===== config.mk =====
export PLATFORM = sky130hd
export DESIGN_NAME = dsp_vec_seq_flat
export DESIGN_NICKNAME = d
export VERILOG_FILES = /design/src/rtl/dsp_vec_seq_if.sv /design/src/rtl/dsp_vec_seq.sv /design/src/flat_wrapper.sv
export SDC_FILE = /design/constraint.sdc
export NUM_CORES = 2
export LEC_CHECK = 0
export ABC_AREA = 1
export CAP_MARGIN = 15
export CORE_AREA = 2 2 329 331
export CTS_BUF_LIST = sky130_fd_sc_hd__clkbuf_4 sky130_fd_sc_hd__clkbuf_8
export DETAILED_ROUTE_END_ITERATION = 16
export DIE_AREA = 0 0 331 333
export SYNTH_ARGS = -nofsm -noshare
export SYNTH_HDL_FRONTEND = slang
export SYNTH_SLANG_ARGS = --single-unit

===== constraint.sdc =====
create_clock -name clk -period 2.6 [get_ports clk]
set_clock_uncertainty 0.15 [all_clocks]
set_input_delay 0.52 -clock clk [delete_from_list [all_inputs] [get_ports clk]]
set_output_delay 0.52 -clock clk [all_outputs]
set_load 0.005 [all_outputs]

===== src/rtl/dsp_vec_seq_if.sv =====
// Stream-side bundle for dsp_vec_seq: command, operand-word and result streams.
// master = traffic source/sink driving the sequencer, slave = the sequencer itself.
interface dsp_vec_seq_if;
  logic        cmd_valid;
  logic [1:0]  cmd_op;
  logic        cmd_ready;
  logic        in_valid;
  logic [31:0] in_data;
  logic        in_ready;
  logic        out_valid;
  logic        out_ready;
  logic [31:0] out_data;
  logic        out_last;

  modport master (
    output cmd_valid, cmd_op, in_valid, in_data, out_ready,
    input  cmd_ready, in_ready, out_valid, out_data, out_last
  );

  modport slave (
    input  cmd_valid, cmd_op, in_valid, in_data, out_ready,
    output cmd_ready, in_ready, out_valid, out_data, out_last
  );
endinterface


===== src/rtl/dsp_vec_seq.sv =====
// Vector sequencer: loads 8 A + 8 B operand words, kicks the DSP, captures its
// 8-word result and streams it out. Optional WAIT timeout under DSP_SEQ_TIMEOUT_EN.
module dsp_vec_seq #(
  parameter int TIMEOUT_CYCLES = 64
) (
  input  logic             clk,
  input  logic             rst,
  dsp_vec_seq_if.slave     bus,
  output logic             dsp_start,
  output logic [1:0]       dsp_operation,
  output logic [7:0][31:0] dsp_A,
  output logic [7:0][31:0] dsp_B,
  input  logic [7:0][31:0] dsp_result,
  input  logic             dsp_done,
  output logic             busy,
  output logic             err,
  output logic [2:0]       state_dbg
);

  // All streams use valid/ready: a word moves on a rising edge where both
  // valid and ready are high; ready is asserted only in the state that consumes.
  typedef enum logic [2:0] {
    IDLE   = 3'd0,
    LOAD_A = 3'd1,
    LOAD_B = 3'd2,
    START  = 3'd3,
    WAIT   = 3'd4,
    DRAIN  = 3'd5
  } state_t;

  state_t           state, state_nxt;
  logic [2:0]       idx;
  logic [7:0][31:0] res;
  logic             cmd_ready_c, in_ready_c, out_valid_c, out_last_c;
  logic [31:0]      out_data_c;
  logic             timeout_c;

`ifdef DSP_SEQ_TIMEOUT_EN
  localparam int CW = (TIMEOUT_CYCLES > 1) ? $clog2(TIMEOUT_CYCLES) : 1;
  localparam logic [CW-1:0] CNT_LAST = CW'(TIMEOUT_CYCLES - 1);
  logic [CW-1:0] wait_cnt;
  logic          err_q;

  assign timeout_c = (state == WAIT) && !dsp_done && (wait_cnt == CNT_LAST);
  assign err       = err_q;

  always_ff @(posedge clk) begin
    if (rst) begin
      wait_cnt <= '0;
      err_q    <= 1'b0;
    end else begin
      if (state == IDLE && bus.cmd_valid) err_q <= 1'b0;
      if (state == START) wait_cnt <= '0;
      else if (state == WAIT) wait_cnt <= wait_cnt + 1'b1;
      if (timeout_c) err_q <= 1'b1;
    end
  end
`else
  assign timeout_c = 1'b0;
  // Without the timeout there is no error source; both arms tie err low.
  if (TIMEOUT_CYCLES > 0) begin : g_err_tied
    assign err = 1'b0;
  end else begin : g_err_tied_alt
    assign err = 1'b0;
  end
`endif

  always_comb begin
    state_nxt   = state;
    cmd_ready_c = 1'b0;
    in_ready_c  = 1'b0;
    dsp_start   = 1'b0;
    out_valid_c = 1'b0;
    out_last_c  = 1'b0;
    out_data_c  = '0;
    case (state)
      IDLE: begin
        cmd_ready_c = 1'b1;
        if (bus.cmd_valid) state_nxt = LOAD_A;
      end
      LOAD_A: begin
        in_ready_c = 1'b1;
        if (bus.in_valid && idx == 3'd7) state_nxt = LOAD_B;
      end
      LOAD_B: begin
        in_ready_c = 1'b1;
        if (bus.in_valid && idx == 3'd7) state_nxt = START;
      end
      START: begin
        dsp_start = 1'b1;
        state_nxt = WAIT;
      end
      WAIT: begin
        if (dsp_done)       state_nxt = DRAIN;
        else if (timeout_c) state_nxt = IDLE;
      end
      DRAIN: begin
        out_valid_c = 1'b1;
        out_data_c  = res[idx];
        out_last_c  = (idx == 3'd7);
        if (bus.out_ready && idx == 3'd7) state_nxt = IDLE;
      end
      default: state_nxt = IDLE;
    endcase
  end

  always_ff @(posedge clk) begin
    if (rst) begin
      state         <= IDLE;
      idx           <= '0;
      dsp_A         <= '0;
      dsp_B         <= '0;
      res           <= '0;
      dsp_operation <= '0;
    end else begin
      state <= state_nxt;
      case (state)
        IDLE: if (bus.cmd_valid) begin
          dsp_operation <= bus.cmd_op;
          idx           <= '0;
        end
        LOAD_A: if (bus.in_valid) begin
          dsp_A[idx] <= bus.in_data;
          idx        <= idx + 3'd1;
        end
        LOAD_B: if (bus.in_valid) begin
          dsp_B[idx] <= bus.in_data;
          idx        <= idx + 3'd1;
        end
        WAIT: if (dsp_done) res <= dsp_result;
        DRAIN: if (bus.out_ready) idx <= idx + 3'd1;
        default: ;
      endcase
    end
  end

  assign bus.cmd_ready = cmd_ready_c;
  assign bus.in_ready  = in_ready_c;
  assign bus.out_valid = out_valid_c;
  assign bus.out_data  = out_data_c;
  assign bus.out_last  = out_last_c;
  assign busy          = (state != IDLE);
  assign state_dbg     = state;

endmodule


===== src/flat_wrapper.sv =====
// flat-port wrapper written by rule: the top's interface ports become plain ports
module dsp_vec_seq_flat 
#(
  parameter int TIMEOUT_CYCLES = 64
)
  (clk, rst, dsp_start, dsp_operation, dsp_A, dsp_B, dsp_result, dsp_done, busy, err, state_dbg, bus_cmd_valid, bus_cmd_op, bus_in_valid, bus_in_data, bus_out_ready, bus_cmd_ready, bus_in_ready, bus_out_valid, bus_out_data, bus_out_last);
  dsp_vec_seq_if bus_i ();
  input  logic clk;
  input  logic rst;
  output logic dsp_start;
  output logic [1:0] dsp_operation;
  output logic [7:0][31:0] dsp_A;
  output logic [7:0][31:0] dsp_B;
  input  logic [7:0][31:0] dsp_result;
  input  logic dsp_done;
  output logic busy;
  output logic err;
  output logic [2:0] state_dbg;
  input wire logic [$bits(bus_i.cmd_valid)-1:0] bus_cmd_valid;
  input wire logic [$bits(bus_i.cmd_op)-1:0] bus_cmd_op;
  input wire logic [$bits(bus_i.in_valid)-1:0] bus_in_valid;
  input wire logic [$bits(bus_i.in_data)-1:0] bus_in_data;
  input wire logic [$bits(bus_i.out_ready)-1:0] bus_out_ready;
  output wire logic [$bits(bus_i.cmd_ready)-1:0] bus_cmd_ready;
  output wire logic [$bits(bus_i.in_ready)-1:0] bus_in_ready;
  output wire logic [$bits(bus_i.out_valid)-1:0] bus_out_valid;
  output wire logic [$bits(bus_i.out_data)-1:0] bus_out_data;
  output wire logic [$bits(bus_i.out_last)-1:0] bus_out_last;
  assign bus_i.cmd_valid = bus_cmd_valid;
  assign bus_i.cmd_op = bus_cmd_op;
  assign bus_i.in_valid = bus_in_valid;
  assign bus_i.in_data = bus_in_data;
  assign bus_i.out_ready = bus_out_ready;
  assign bus_cmd_ready = bus_i.cmd_ready;
  assign bus_in_ready = bus_i.in_ready;
  assign bus_out_valid = bus_i.out_valid;
  assign bus_out_data = bus_i.out_data;
  assign bus_out_last = bus_i.out_last;
  dsp_vec_seq #(.TIMEOUT_CYCLES(TIMEOUT_CYCLES)) u_core (.clk(clk), .rst(rst), .bus(bus_i), .dsp_start(dsp_start), .dsp_operation(dsp_operation), .dsp_A(dsp_A), .dsp_B(dsp_B), .dsp_result(dsp_result), .dsp_done(dsp_done), .busy(busy), .err(err), .state_dbg(state_dbg));
endmodule

After elaboration in Yosys (flattened, before gate mapping)
Index checks and enable logic that the tools add are counted.
- output and inout port bits: 556
- register bits: 776
- word-level logic and storage cells: 78
- input bits: 296
- reductions and logical operators: 13
- equality and inequality tests: 13
- add/subtract/negate cells: 1
- mux-type cells: 22
- $lt $le $gt $ge: 2
- operators with widths (cell ; count):
    256-bit bitwise mux ; 2
    32-bit binary-select mux with 3-bit select ; 1
    32-bit demux with 3-bit select ; 1
    32-bit 2-to-1 mux ; 3
    3-bit 2-to-1 mux ; 8
    3-bit one-hot mux with 6 select lines ; 1
    3-bit equality test, second input constant ; 3
    3-bit one-hot mux with 3 select lines ; 1
    2-bit by 1-bit inequality test with 1-bit output, second input constant ; 4
    2-bit AND reduction ; 4
    3-bit by 2-bit equality test with 1-bit output, second input constant ; 2
    2-bit inequality test, second input constant ; 3
    3-bit nonzero test ; 2
    1-bit 2-to-1 mux ; 5
    5-bit AND reduction ; 1
    3-bit by 4-bit < comparator with 1-bit output, second input constant ; 1
    4-bit AND reduction ; 1
    3-bit by 1-bit adder with 3-bit output, second input constant ; 1
    3-bit by 1-bit equality test with 1-bit output, second input constant ; 1
    3-bit by 1-bit greater-or-equal comparator with 1-bit output, second input constant ; 1
    1-bit logical AND ; 3
    3-bit logical NOT ; 1
    2-bit OR reduction ; 1

Longest topological paths before layout
- depth after elaboration: 5
- depth in mapped cells: 10

Worst setup path after synthesis
Ideal clock, no wire load.
- kind: register to output
- start: reg u_core.idx[0]
- end: out bus_out_data[29]
- required time: 1.930 ns
- stages on the path, launching flop included: 11
- buffers on the path: 4
- path slack: 0.501 ns
- data arrival time: 1.429 ns
- cell sequence: dfxtp_1 buf_4 buf_6 buf_2 buf_2 nand2_1 o21ai_0 nand2_1 nand2_1 nand2_1 a21oi_1
- longest elaborated chain between the ends: 3
- RTL lines (element ; RTL line ; source):
    from (decl) ; dsp_vec_seq.sv:32 ; logic [2:0] idx;
    from (signal assigned) ; dsp_vec_seq.sv:124 ; idx <= idx + 3'd1;
    from (signal assigned) ; dsp_vec_seq.sv:128 ; idx <= idx + 3'd1;
    from (signal assigned) ; dsp_vec_seq.sv:131 ; DRAIN: if (bus.out_ready) idx <= idx + 3'd1;
    32-bit binary-select mux with 3-bit select ; dsp_vec_seq.sv:99 ; out_data_c = res[idx];
    32-bit 2-to-1 mux (not written as such) ; dsp_vec_seq.sv:99 ;
    32-bit 2-to-1 mux ; dsp_vec_seq.sv:76 ; case (state)
    to (decl) ; flat_wrapper.sv:27 ; output wire logic [$bits(bus_i.out_data)-1:0] bus_out_data;
Every way passes these cells. The select of a mux whose other input is x is not followed.

Worst setup path after layout
- start: reg u_core.idx[0]
- end: out bus_out_data[15]
Same word-level chain as after synthesis.

==> flow_summary_export.csv <==
group,metric,value,unit
run_status,status,"finished, violations left",
run_status,violations,"negative setup slack",
power_and_ir_drop,report.power.total,0.0344,W
logic_synthesis,synth_flop_cell,"dfxtp_1",
timing,final_critical_path_setup_slack,-0.502,ns
floorplanning,initial_utilization,0.281,
power_and_ir_drop,switching_power,0.0106,W
clocking,tritoncts,"done",
worst_hold_path,hold_depth,3,
final_layout,postLayoutCoreUtil,0.423,
routing,wl_per_cell,21.8,um
timing,setup_viol_count_final,33,
logic_synthesis,postSynth.asyncResetShare,0,
clocking,cts_hold_buffers,0,
logic_synthesis,synth_top_cells_by_count,"nor2_1 (1,048), o21ai_0 (823), dfxtp_1 (776)",
final_layout,final_area,0.0451,mm2
timing,layout_min_cycle_time,3.10,ns
worst_setup_path,critical_path.startpoint_type,"flip-flop",
logic_synthesis,synth_nets,4403,
logic_synthesis,synth_cell_type_count,23,
grt,grt_first_pass_wirelength,200000,um
clocking,tritoncts.num_buffers,140,
floorplanning,fp.dieW,331,um
logic_synthesis,postSynthRegisterBits,776,
power_and_ir_drop,power_density,763,mW/mm2
clocking,cts.clk_slew.worst_paths,0.06,ns
timing,rsz0062_at_grt,"true",
logic_synthesis,yosys.cell_count.top_type,"nor2_1",
place,detailedPlacementHpwl,95900,um
routing,route.vias.total,30700,
grt,grt.busiest_layer,"met2",
power_and_ir_drop,intPower,0.0238,W
clocking,cts_max_level,4,
timing,max_slew.worst_pin.slew,0.886,ns
job,cap_viol_max_count,0,
place,gpl.final_weighted_congestion,0.909,
logic_synthesis,yosys_warnings,0,
place,placed_area,0.0404,mm2
grt,largest_net_degree_at_the_start_of_global_routing,91,
final_layout,final_net_count,5244,
worst_setup_path,worst_path_max_fanout,6,
clocking,clock_insertion_delay_worst_skew,0.83,ns
logic_synthesis,synth_top_area_share,0.519,
clocking,cts.root.buffer_cell,"clkbuf_8",
logic_synthesis,synthTopCellsByArea,"dfxtp_1 (52%), o21ai_0 (14%), nor2_1 (13%)",
timing,clock.fmax,322,MHz
worst_setup_path,worst_r2r_path_depth,10,
grt,gr-usage-met1,0.285,
grt,grt_util_met2,0.416,
floorplanning,core_footprint,0.107,mm2
place,detailedPlace.worstSlack,-0.467,ns
power_and_ir_drop,netSwitchingFraction,0.309,
floorplanning,dieArea,0.110,mm2
floorplanning,boundaryPins,852,
worst_setup_path,crit_required,1.93,ns
grt,grtUsageMet3,0.0720,
logic_synthesis,yosysSeqAreaShare,0.519,
final_layout,nFillCells,10800,
grt,grt_overflow,0,
routing,wirelength,141000,um
worst_setup_path,crit_type,"flip-flop to output pin",
grt,antenna_found_initial,9,
timing,headroom_to_the_max_slew_limit,0.409,
floorplanning,rows,120,
clocking,cts.path.max_buffers,3,
worst_hold_path,timing.hold.worst.class,"input pin to flip-flop",
power_and_ir_drop,logic_pwr_share,0.229,
routing,firstDrtPassIters,7,
floorplanning,die_height,333,um
routing,drt_iter0_markers,2103,
timing,hold_ws,0.127,ns
final_layout,flow.area_growth_from_synthesis,50.7,%
final_layout,drive_gt1_frac,0.149,
routing,postRouteAntennaNets,0,
clocking,cts_num_sinks,776,
logic_synthesis,post_synth_inst_count,4105,
power_and_ir_drop,clock_share_of_power,0.374,
timing,min_period_over_period,1.19,
routing,viasPerCell,4.76,
place,port_buffers,850,
logic_synthesis,synthesis.area_per_instance,7.29,um2
grt,globalRouteTotalUtil,0.245,
timing,hold_violations,0,
logic_synthesis,synth.largest_area_cell,"dfxtp_1",
power_and_ir_drop,worst_vdd_drop,0.482,mV
worst_setup_path,worstSetupEndpointType,"output pin",
timing,timing.final.max_slew_violations,0,
logic_synthesis,post_synth_edffs,0,
power_and_ir_drop,p_seq_frac,0.397,
logic_synthesis,netlist_area,0.0299,mm2
worst_setup_path,cp.arrival,2.43,ns
routing,post-route-drc-count,0,
power_and_ir_drop,leakage,18.3,nW
grt,first_global_vias,29800,
==> cells in the final DEF, fill, tap and decap left out, types with 7 or more instances in the layout <==
master | Yosys | layout
nor2_1 | 1048 | 1047
clkdlybuf4s50_1 | 0 | 796
dfxtp_1 | 776 | 770
o21ai_0 | 823 | 727
nand2_1 | 401 | 291
inv_1 | 273 | 271
a21oi_1 | 290 | 261
clkbuf_8 | 0 | 176
buf_4 | 11 | 118
o21ai_1 | 75 | 114
nand2_2 | 0 | 92
buf_12 | 0 | 54
clkbuf_4 | 0 | 47
buf_2 | 112 | 40
o21ai_2 | 0 | 37
a21oi_2 | 0 | 28
o21ai_4 | 0 | 20
nor2_4 | 17 | 18
inv_2 | 20 | 17
nand2_4 | 0 | 17
buf_6 | 1 | 16
nand3_1 | 15 | 11
dlygate4sd2_1 | 0 | 9
inv_8 | 0 | 7
buf_16 | 0 | 7
buf_8 | 0 | 7
==> timing repair <==
item                                    in CTS  in global routing
buffers inserted                            29                  3
endpoints found under the hold margin        0                  0
pin swaps                                   54                 37
gates cloned                                 8                  5
gates resized for setup                    493                 90
endpoints found under the setup margin      47                 35
==> metal layers <==
metal,part of all wire,vias to the layer above
met1,0.39,14500
met5,0.00038,-
met2,0.48,1185
met3,0.084,246
met4,0.040,8
li1,-,14800
==> per-stage QoR <==
| stage | instances | setup TNS, ns |
|---|---|---|
| finish | 6457 | -13.77 |
| global route | 6456 | -17.37 |
| CTS | 6448 | -15.93 |
| detailed placement | 6166 | -12.81 |
| global placement | 6166 | -7.75 |
| floorplan | 4105 | 0 |
==> critical path: stages, from the launching register on <==
cell	delay, ns
dfxtp_4	0.41
buf_12	0.19
buf_12	0.15
nand2_1	0.07
o21ai_2	0.06
buf_4	0.13
nand2_1	0.07
nand2_2	0.11
nand2_2	0.06
a21oi_2	0.17
buf_2	0.14
==> registers in the layout, summed over array words and instances (netlist names) <==
register              flops
u_core.dsp_operation      2
u_core.res              256
u_core.idx                3
u_core.dsp_B            256
u_core.dsp_A            256
u_core.state_dbg          3
==> layout make-up <==
cell class	instances	area, um2	share of cell area
inverter	293	1120	0.0249
clock buffer	223	2780	0.0615
timing repair buffer	1054	10900	0.241
antenna	3	7.51	0.000166
clock inverter	24	337	0.00746
tap	1403	1760	0.0389
sequential	776	15600	0.345
multi-input combinational	2681	12700	0.281
==> path summary, 6_finish.rpt <==
path | endpoint | from | slack (ns)
max | bus_out_data[15] | u_core.idx[0] | -0.50
min | u_core.dsp_A[154] | bus_in_data[26] | 0.13
max reg2reg | u_core.dsp_B[63] | u_core.idx[0] | 0.32
min reg2reg | u_core.res[246] | u_core.res[246] | 0.29
==> power groups by stage <==
stage / clock network (W) / registers, W / logic (W)
6_report: 0.0129 / 0.0137 / 0.00787
5_1_grt: 0.0136 / 0.0138 / 0.00848
4_1_cts: 0.0131 / 0.0136 / 0.00752
3_5_place_dp: 0 / 0.0139 / 0.00631
3_3_place_gp: 0 / 0.0139 / 0.00627
2_1_floorplan: 0 / 0.0138 / 0.00299
==> cells by family (layout without fill, tap and decap cells) <==
group / count (synthesis) / count (layout) / share of synthesized area
AOI/OAI and AO/OA: 1188 / 1188 / 0.199
other: 1 / 4 / 0.000125
adders and majority gates: 2 / 2 / 0.000836
DFF: 776 / 776 / 0.519
and+or+nand+nor: 1490 / 1490 / 0.193
buffers and inverters: 648 / 1594 / 0.0876
No activity file was read; power rests on OpenSTA's default activity.
